[src/rtl/prco_writeback.sv]
// Write-back sequencer: merges memory and ALU results into an in-order queue and
// drains one entry per cycle onto the register-file write port.
module prco_writeback #(
    parameter int DEPTH  = 4,
    parameter int DATA_W = 16,
    parameter int SEL_W  = 3
) (
    input  logic                  i_clk,
    input  logic                  i_reset,
    input  logic                  i_mem_valid,
    input  logic [SEL_W-1:0]      i_mem_seld,
    input  logic [DATA_W-1:0]     i_mem_dat,
    output logic                  q_mem_ready,
    input  logic                  i_alu_valid,
    input  logic [SEL_W-1:0]      i_alu_seld,
    input  logic [DATA_W-1:0]     i_alu_dat,
    output logic                  q_alu_ready,
    output logic                  q_we,
    output logic [SEL_W-1:0]      q_seld,
    output logic [DATA_W-1:0]     q_datd,
    output logic [2**SEL_W-1:0]   q_busy_mask,
    output logic                  q_idle
);
    localparam int PW = $clog2(DEPTH);
    localparam int CW = $clog2(DEPTH + 1);

    logic [SEL_W-1:0]  sel_q [DEPTH];
    logic [DATA_W-1:0] dat_q [DEPTH];
    logic [PW-1:0]     rd_ptr;
    logic [PW-1:0]     wr_ptr;
    logic [CW-1:0]     count;
    logic [CW:0]       count_ext;
    logic              push_mem;
    logic              push_alu;
    logic              pop;
    logic [PW-1:0]     alu_slot;

    // Readies look only at occupancy and mem valid, never at this cycle's pop,
    // so there is no combinational path from the drain side to the producers.
    always_comb begin
        count_ext   = {1'b0, count};
        q_mem_ready = (count_ext < (CW+1)'(DEPTH));
        q_alu_ready = ((count_ext + (CW+1)'(i_mem_valid)) < (CW+1)'(DEPTH));
        push_mem    = i_mem_valid && q_mem_ready;
        push_alu    = i_alu_valid && q_alu_ready;
        pop         = (count != '0);
        alu_slot    = push_mem ? (wr_ptr + PW'(1)) : wr_ptr;
        q_idle      = (count == '0) && !q_we;
    end

    always_ff @(posedge i_clk or posedge i_reset) begin
        if (i_reset) begin
            count  <= '0;
            rd_ptr <= '0;
            wr_ptr <= '0;
            q_we   <= 1'b0;
            q_seld <= '0;
            q_datd <= '0;
            for (int unsigned i = 0; i < DEPTH; i++) begin
                sel_q[i] <= '0;
                dat_q[i] <= '0;
            end
        end else begin
            if (push_mem) begin
                sel_q[wr_ptr] <= i_mem_seld;
                dat_q[wr_ptr] <= i_mem_dat;
            end
            if (push_alu) begin
                sel_q[alu_slot] <= i_alu_seld;
                dat_q[alu_slot] <= i_alu_dat;
            end
            wr_ptr <= wr_ptr + PW'(push_mem) + PW'(push_alu);

            q_we <= pop;
            if (pop) begin
                q_seld <= sel_q[rd_ptr];
                q_datd <= dat_q[rd_ptr];
                rd_ptr <= rd_ptr + PW'(1);
            end
            count <= count + CW'(push_mem) + CW'(push_alu) - CW'(pop);
        end
    end

    // A slot is live when its distance from the read pointer is below count.
    always_comb begin
        logic [PW-1:0] offs;
        q_busy_mask = '0;
        offs        = '0;
        for (int unsigned i = 0; i < DEPTH; i++) begin
            offs = PW'(i) - rd_ptr;
            if (CW'(offs) < count)
                q_busy_mask[sel_q[i]] = 1'b1;
        end
        if (q_we)
            q_busy_mask[q_seld] = 1'b1;
    end

endmodule
[config.mk]
export PLATFORM = sky130hd
export DESIGN_NAME = prco_writeback
export DESIGN_NICKNAME = d
export VERILOG_FILES = /design/src/rtl/prco_writeback.sv
export SDC_FILE = /design/constraint.sdc
export NUM_CORES = 1
export LEC_CHECK = 0
export ABC_AREA = 1
export BUFFER_PORTS_ARGS = -buffer_cell sky130_fd_sc_hd__buf_2
export CAP_MARGIN = 15
export CORE_ASPECT_RATIO = 1.1
export CORE_MARGIN = 2
export CORE_UTILIZATION = 30
export CTS_BUF_LIST = sky130_fd_sc_hd__clkbuf_4
export DETAILED_ROUTE_END_ITERATION = 6
export PLACE_DENSITY = 0.59
export REMOVE_ABC_BUFFERS = 1
export SLEW_MARGIN = 20
export SYNTH_ARGS = -nofsm -noshare
export SYNTH_HDL_FRONTEND = slang
export SYNTH_SLANG_ARGS = --single-unit
[constraint.sdc]
create_clock -name i_clk -period 3.1 [get_ports i_clk]
set_clock_uncertainty 0.05 [all_clocks]
set_input_delay 0.155 -clock i_clk [delete_from_list [all_inputs] [get_ports i_clk]]
set_output_delay 0.155 -clock i_clk [all_outputs]
set_load 0.01 [all_outputs]
==> results of run 1 <==
[cells in the final DEF, fill, tap and decap left out]
cell type      instances
nand2_1              700
dfrtp_1              103
nand4_1               98
nand3_1               94
buf_2                 71
dlygate4sd3_1         57
inv_1                 41
nor2_1                37
buf_4                 25
o21ai_0               14
clkbuf_4              11
ha_1                  10
nand2_2                7
nand3_4                6
a22oi_1                6
nand3_2                4
nand2_4                3
nor3_1                 3
fa_1                   3
buf_12                 3
diode_2                2
clkinv_1               2
nor2_2                 2
clkinv_2               2
inv_2                  2
xor2_1                 2
clkinvlp_4             2
o22ai_1                1
nor2_4                 1
xnor2_1                1
nand3b_1               1
o21ai_1                1
inv_4                  1
bufinv_16              1
clkinv_4               1
[cells by family after synthesis]
family,count (synthesis),synth area share [%]
AOI/OAI and AO/OA,22,1.62
and+or+nand+nor,956,52.8
xor gates and xnor gates,3,0.337
buffers and inverters,125,9.87
DFF,103,33.0
adders and majority gates,13,2.37
[per-stage QoR]
step / cell area, sq um / util (%) / hold WS [ns] / setup TNS [ns] / setup WS (ns)
6_report: 8970 / 35.3 / 0.0326 / 0 / 0.224
2_1_floorplan: 7210 / - / 0.334 / -0.711 / -0.358
3_3_place_gp: 8250 / 32.5 / 0.224 / 0 / 0.828
4_1_cts: 8960 / 35.3 / 0.00510 / 0 / 0.266
3_5_place_dp: 8250 / 32.5 / 0.233 / 0 / 0.806
5_1_grt: 8960 / 35.3 / 0.0493 / 0 / 0.0215
[worst paths after layout]
check                           cells after the start             startpoint               endpoint  slack [ns]
min in group asynchronous                           3                i_reset     count[0]$_DFF_PP0_        0.21
max in group asynchronous                           4                i_reset    dat_q[13]$_DFF_PP0_        2.03
worst min-delay path                                5          i_mem_seld[1]     sel_q[7]$_DFF_PP0_        0.03
worst min register to register                      2  q_datd[9]$_DFFE_PP0N_  q_datd[9]$_DFFE_PP0N_        0.45
worst max register to register                     10     count[2]$_DFF_PP0_    dat_q[33]$_DFF_PP0_        0.22
worst max-delay path                               10     count[2]$_DFF_PP0_    dat_q[33]$_DFF_PP0_        0.22
[layout make-up]
type / instances / area (sq um) / share of cell area [%]
tap: 346 / 433 / 4.83
timing repair buffer: 156 / 1170 / 13.1
inverter: 47 / 180 / 2.01
antenna: 2 / 5.00 / 0.0558
clock inverter: 5 / 58.8 / 0.656
multi-input combinational: 994 / 4460 / 49.7
sequential: 103 / 2580 / 28.7
clock buffer: 11 / 82.6 / 0.921
[where the power goes]
| part | internal, uW | switching (uW) | leakage (uW) |
|---|---|---|---|
| logic | 2010 | 4230 | 0.00356 |
| registers | 1900 | 428 | 0.00132 |
| clock network | 264 | 512 | 0.0000731 |
[tightest hold or removal path, cell delays in order]
cell and delay (ns):
buf_2 0.14, nand4_1 0.09, nand2_1 0.07, nand2_1 0.06, nand2_1 0.05
[per-layer routing]
metal / global-route usage [%] / wire length, um / part of all wire (%) / vias to the layer above
met5: 0 / 0 / 0 / -
met4: 6.89 / 607 / 2.2 / 0
met3: 1.93 / 1830 / 6.7 / 43
met2: 34.3 / 13000 / 47 / 335
met1: 27.6 / 12000 / 44 / 3950
li1: - / - / - / 4094
[what timing repair did]
action | CTS | global route
gates resized for setup | 0 | 0
setup buffers | 0 | 0
hold endpoints to repair | 120 | 0
hold buffers | 57 | 0
[state kept, by name, indices dropped and copies added, names as in the netlist]
register and count:
q_seld 3, q_we 1, count 3, q_datd 16, sel_q 12, wr_ptr 2
rd_ptr 2, dat_q 64
==> metrics.md, run 1 <==
| Metric | Value |
|---|---|
| Initial Util | `30.7%` |
| Total number of vias | `8422` |
| Post-synth EDFFs | `0` |
| Final std cells w/o fill | `1664` |
| Status | `completed` |
| CP peak stage delay | `0.55 ns` |
| Antenna violations before repair | `1` |
| Grt ovf | `0` |
| Critical path's slowest cell | `dlygate4sd3_1` |
| Initial drt markers | `957` |
| Clk sinks | `103` |
| Most used DFF post-synth | `dfrtp_1` |
| # rows | `61` |
| Dominant cells by area after synthesis | `nand2_1 34%, dfrtp_1 33%, nand4_1 7.9%` |
| Final antenna-violating net count | `0` |
| Relative slew slack | `37.1%` |
| Achievable Freq | `348 MHz` |
| CTS tree | `yes` |
| Top post-synthesis cells by count | `700 x nand2_1, 103 x dfrtp_1, 98 x nand4_1` |
| Routed vias/inst | `5.06` |
| Detailed Route WL | `27400 um` |
| Worst-path clk slew | `0.17 ns` |
| Critical path type | `reg -> reg` |
| Drc violations | `0` |
| Die width | `158 um` |
| CP max FO | `21` |
| Static Leak | `0.00495 uW` |
| Synthesis-stage register bit count | `103` |
| Fillers | `2739` |
| Io pins | `73` |
| Synth top area share | `33.7%` |
| Setup violation total in the final timing report | `0` |
| Post-synth ARST share | `100%` |
| Number of I/O port buffers | `72` |
| Overall power | `9350 uW` |
| Cell mode on critical path | `nand2_1` |
| Startpoint Class | `flop` |
| Die Footprint | `0.0273 sq mm` |
| Layout cells sized above 1 | `10.8%` |
| Pwr Density | `1040 mW/mm^2` |
| Core Box Area | `0.0254 sq mm` |
| Dpl hpwl | `16100 um` |
| GP Congestion | `0.815` |
| Buf+Inv Stages, Crit Path | `2` |
| Max-slew violations | `0` |
| Yosys top cell by area | `nand2_1` |
| Worst min-delay path class | `in -> reg` |
| Tightest Pin Transition | `0.943 ns` |
| Largest net degree at the start of global routing | `78` |
| Clock latency at the later pin of the worst-skew pair | `0.51 ns` |
| RSZ-0062 raised after global routing | `false` |
| Syn Inst Count | `1222` |
| CTS max path bufs | `2` |
| Synthesized area | `0.00780 sq mm` |
| Most numerous cell in the Yosys netlist | `nand2_1` |
| Number of global-route vias before repair | `8173` |
| Gr usage total | `20.5%` |
| Final Cycle Share | `92.8%` |
| Final Hold Fails | `0` |
| Router iterations before antenna repair | `5` |
| Num CTS Buffers | `9` |
| Min cycle time layout | `2.88 ns` |
| Seq/Total Area, Yosys | `33.0%` |
| Nets | `1366` |
| Syn_area_per_cell | `6.39 sq um` |
| Crit end category | `flop` |
| Max cap viols | `0` |
| Crit-path cells | `clkinv_2, nand2_4, nand2_1, nand2_4, nand2_2, nand2_1, nand2_1, nand2_1, nand2_1, dlygate4sd3_1` |
| Root Buffer Master | `clkbuf_4` |
| Routed WL per cell | `16.5 um` |
| First-pass GRT wire length | `44100 um` |
| Area Overhead vs Synth | `14.9%` |
| Family with the most delay on the worst path | `simple AND/OR/NAND/NOR gates` |
| Unique masters post-synth | `31` |
| WP data arrival | `3.24 ns` |
| H-tree levels | `3` |
| WP data required | `3.47 ns` |
| Yosys warnings | `0` |
| Inst Count DP | `1589` |
| Die Y | `173 um` |
| Peak supply drop | `0.447 mV` |
(Power assumes the default switching activity.)
==> run 2: changes to the inputs <==
MAX_ROUTING_LAYER = met4   (was default)
==> metrics.md, run 2 (same netlist as run 1, synthesis figures left out) <==
| Metric | Value |
|---|---|
| Io pins | `73 (unchanged)` |
| Initial Util | `30.7% (unchanged)` |
| Detailed Route WL | `27400 um (about the same)` |
| Final antenna-violating net count | `0 (unchanged)` |
| Die Y | `173 um (unchanged)` |
| Pwr Density | `1040 mW/mm^2 (+0.13%)` |
| Cell mode on critical path | `nand2_1` |
| Achievable Freq | `347 MHz (-0.32%)` |
| Core Box Area | `0.0254 sq mm (unchanged)` |
| Routed vias/inst | `5.10 (+0.67%)` |
| Max reg flops | `64 (unchanged)` |
| Static Leak | `0.00495 uW (unchanged)` |
| Most flops, register | `dat_q` |
| Drc violations | `0 (unchanged)` |
| Tightest Pin Transition | `0.932 ns (-0.0106 ns)` |
| Grt met1 use | `27.5% (-0.047 points)` |
| GP Congestion | `0.827 (+1.5%)` |
| End-of-flow core utilization | `35.3% (about the same)` |
| Max cap viols | `0 (unchanged)` |
| Dpl hpwl | `16100 um (unchanged)` |
| Clk sinks | `103 (unchanged)` |
| Relative slew slack | `37.9% (+0.70 points)` |
| Antenna violations before repair | `1 (unchanged)` |
| Total number of vias | `8473 (+0.61%)` |
| Post-CTS Setup Bufs | `0 (unchanged)` |
| Number of I/O port buffers | `72 (unchanged)` |
| Peak supply drop | `0.449 mV (+0.55%)` |
| Status | `completed` |
| First-pass GRT wire length | `44100 um (about the same)` |
| WP data arrival | `3.24 ns (about the same)` |
| Largest net degree at the start of global routing | `78 (unchanged)` |
| Commonest cells after routing, fill and taps aside | `700 x nand2_1, 103 x dfrtp_1, 98 x nand4_1` |
| Crit-path cells | `clkinv_2, nand2_4, nand2_1, nand2_4, nand2_2, nand2_1, nand2_1, nand2_1, nand2_1, dlygate4sd3_1` |
| Most common cell after layout, fill and taps aside | `nand2_1` |
| Layout cells sized above 1 | `10.8% (unchanged)` |
| RSZ-0062 raised after global routing | `false` |
| Root Buffer Master | `clkbuf_4` |
| Final Cycle Share | `93.1% (+0.30 points)` |
| Crit end category | `flop` |
| Min cycle time layout | `2.89 ns (+0.00927 ns)` |
| CTS max path bufs | `2 (unchanged)` |
| Num CTS Buffers | `9 (unchanged)` |
| Die Footprint | `0.0273 sq mm (unchanged)` |
| Critical path's slowest cell | `dlygate4sd3_1` |
| Final std cells w/o fill | `1663 (-0.060%)` |
| Startpoint Class | `flop` |
| Gr busiest metal | `met2` |
| Inst Count DP | `1589 (unchanged)` |
| Initial drt markers | `894 (-6.6%)` |
| Die width | `158 um (unchanged)` |
| Clock latency at the later pin of the worst-skew pair | `0.51 ns (about the same)` |
| Worst setup margin | `0.215 ns (-0.00927 ns)` |
| Dpl ws | `0.806 ns (unchanged)` |
| Nets | `1366 (unchanged)` |
| Gr usage total | `21.1% (+0.60 points)` |
| Grt ovf | `0 (unchanged)` |
| Router iterations before antenna repair | `6 (+1)` |
| Worst-path clk slew | `0.16 ns (about the same)` |
| CP peak stage delay | `0.54 ns (about the same)` |
| CP max FO | `21 (unchanged)` |
| Number of global-route vias before repair | `8178 (+0.061%)` |
| Worst r2r src | `count[2]$_DFF_PP0_` |
| M3 GR Usage | `1.93% (unchanged)` |
| Max-slew violations | `0 (unchanged)` |
| WP data required | `3.46 ns (about the same)` |
| Critical path type | `reg -> reg` |
| H-tree levels | `3 (unchanged)` |
| Setup TNS | `0 ns (unchanged)` |
| Setup violation total in the final timing report | `0 (unchanged)` |
| Worst Setup SP | `count[2]$_DFF_PP0_` |
| Final Hold Fails | `0 (unchanged)` |
| Largest registers | `dat_q x64, q_datd x16, sel_q x12` |
| GRT met2 Usage | `34.3% (+0.036 points)` |
| Routed WL per cell | `16.5 um (about the same)` |
| # rows | `61 (unchanged)` |
| Area Overhead vs Synth | `14.9% (about the same)` |
| Overall power | `9360 uW (about the same)` |
| Worst min-delay path class | `in -> reg` |
| CTS tree | `yes` |
| Hold_sp | `i_mem_seld[1]` |
[run 2: changes by cell type in the layout (fill, tap and decap cells not counted), sizes merged]
| cell | previous run | this run |
|---|---|---|
| diode | 2 | 1 |
[run 2: layer usage]
metal | vias to the layer above | share of wire [%]
li1 | 4090 | -
met1 | 4015 | 44
met2 | 329 | 48
met3 | 39 | 6.2
met4 | 0 | 1.9
met5 | - | 0
[run 2: layout make-up]
class,count,area [sq um]
Antenna cell,1,2.50
Clock buffer,11,82.6
Clock inverter,5,58.8
Fill cell,2739,16500
Inverter,47,180
Multi-Input combinational cell,994,4460
Sequential cell,103,2580
Tap cell,346,433
Timing Repair Buffer,156,1170
[run 2: timing repair]
item,in CTS,in global routing
gates resized for setup,0,0
hold buffers,57,0
hold endpoints to repair,120,0
[run 2: worst paths after layout]
kind / endpoint / slack, ns / cells past startpoint
max: dat_q[43]$_DFF_PP0_ / 0.21 / 10
min: sel_q[7]$_DFF_PP0_ / 0.03 / 5
max reg2reg: dat_q[43]$_DFF_PP0_ / 0.21 / 10
min reg2reg: q_datd[9]$_DFFE_PP0N_ / 0.45 / 2
max in group asynchronous: dat_q[40]$_DFF_PP0_ / 2.02 / 4
min in group asynchronous: count[0]$_DFF_PP0_ / 0.21 / 3
[run 2: power by group]
part | switching [uW] | leakage [uW] | internal, uW | total, uW
sequential | 427 | 0.00132 | 1900 | 2330
clock | 513 | 0.0000731 | 264 | 778
combinational | 4240 | 0.00356 | 2020 | 6250
[run 2: metrics by stage]
stage	hold WS [ns]	instance area, sq um
after floorplan	0.334	7210
after detailed placement	0.233	8250
final	0.0282	8960
after CTS	0.00510	8960
after global placement	0.224	8250
after global routing	0.0504	8960
[run 2: worst max-delay path, delay by kind of cell (launching register included)]
| family | cells | cell delay [ns] |
|---|---|---|
| buffers and inverters | 2 | 0.90 |
| AND/OR/NAND/NOR | 8 | 1.36 |
| flip-flops | 1 | 0.46 |
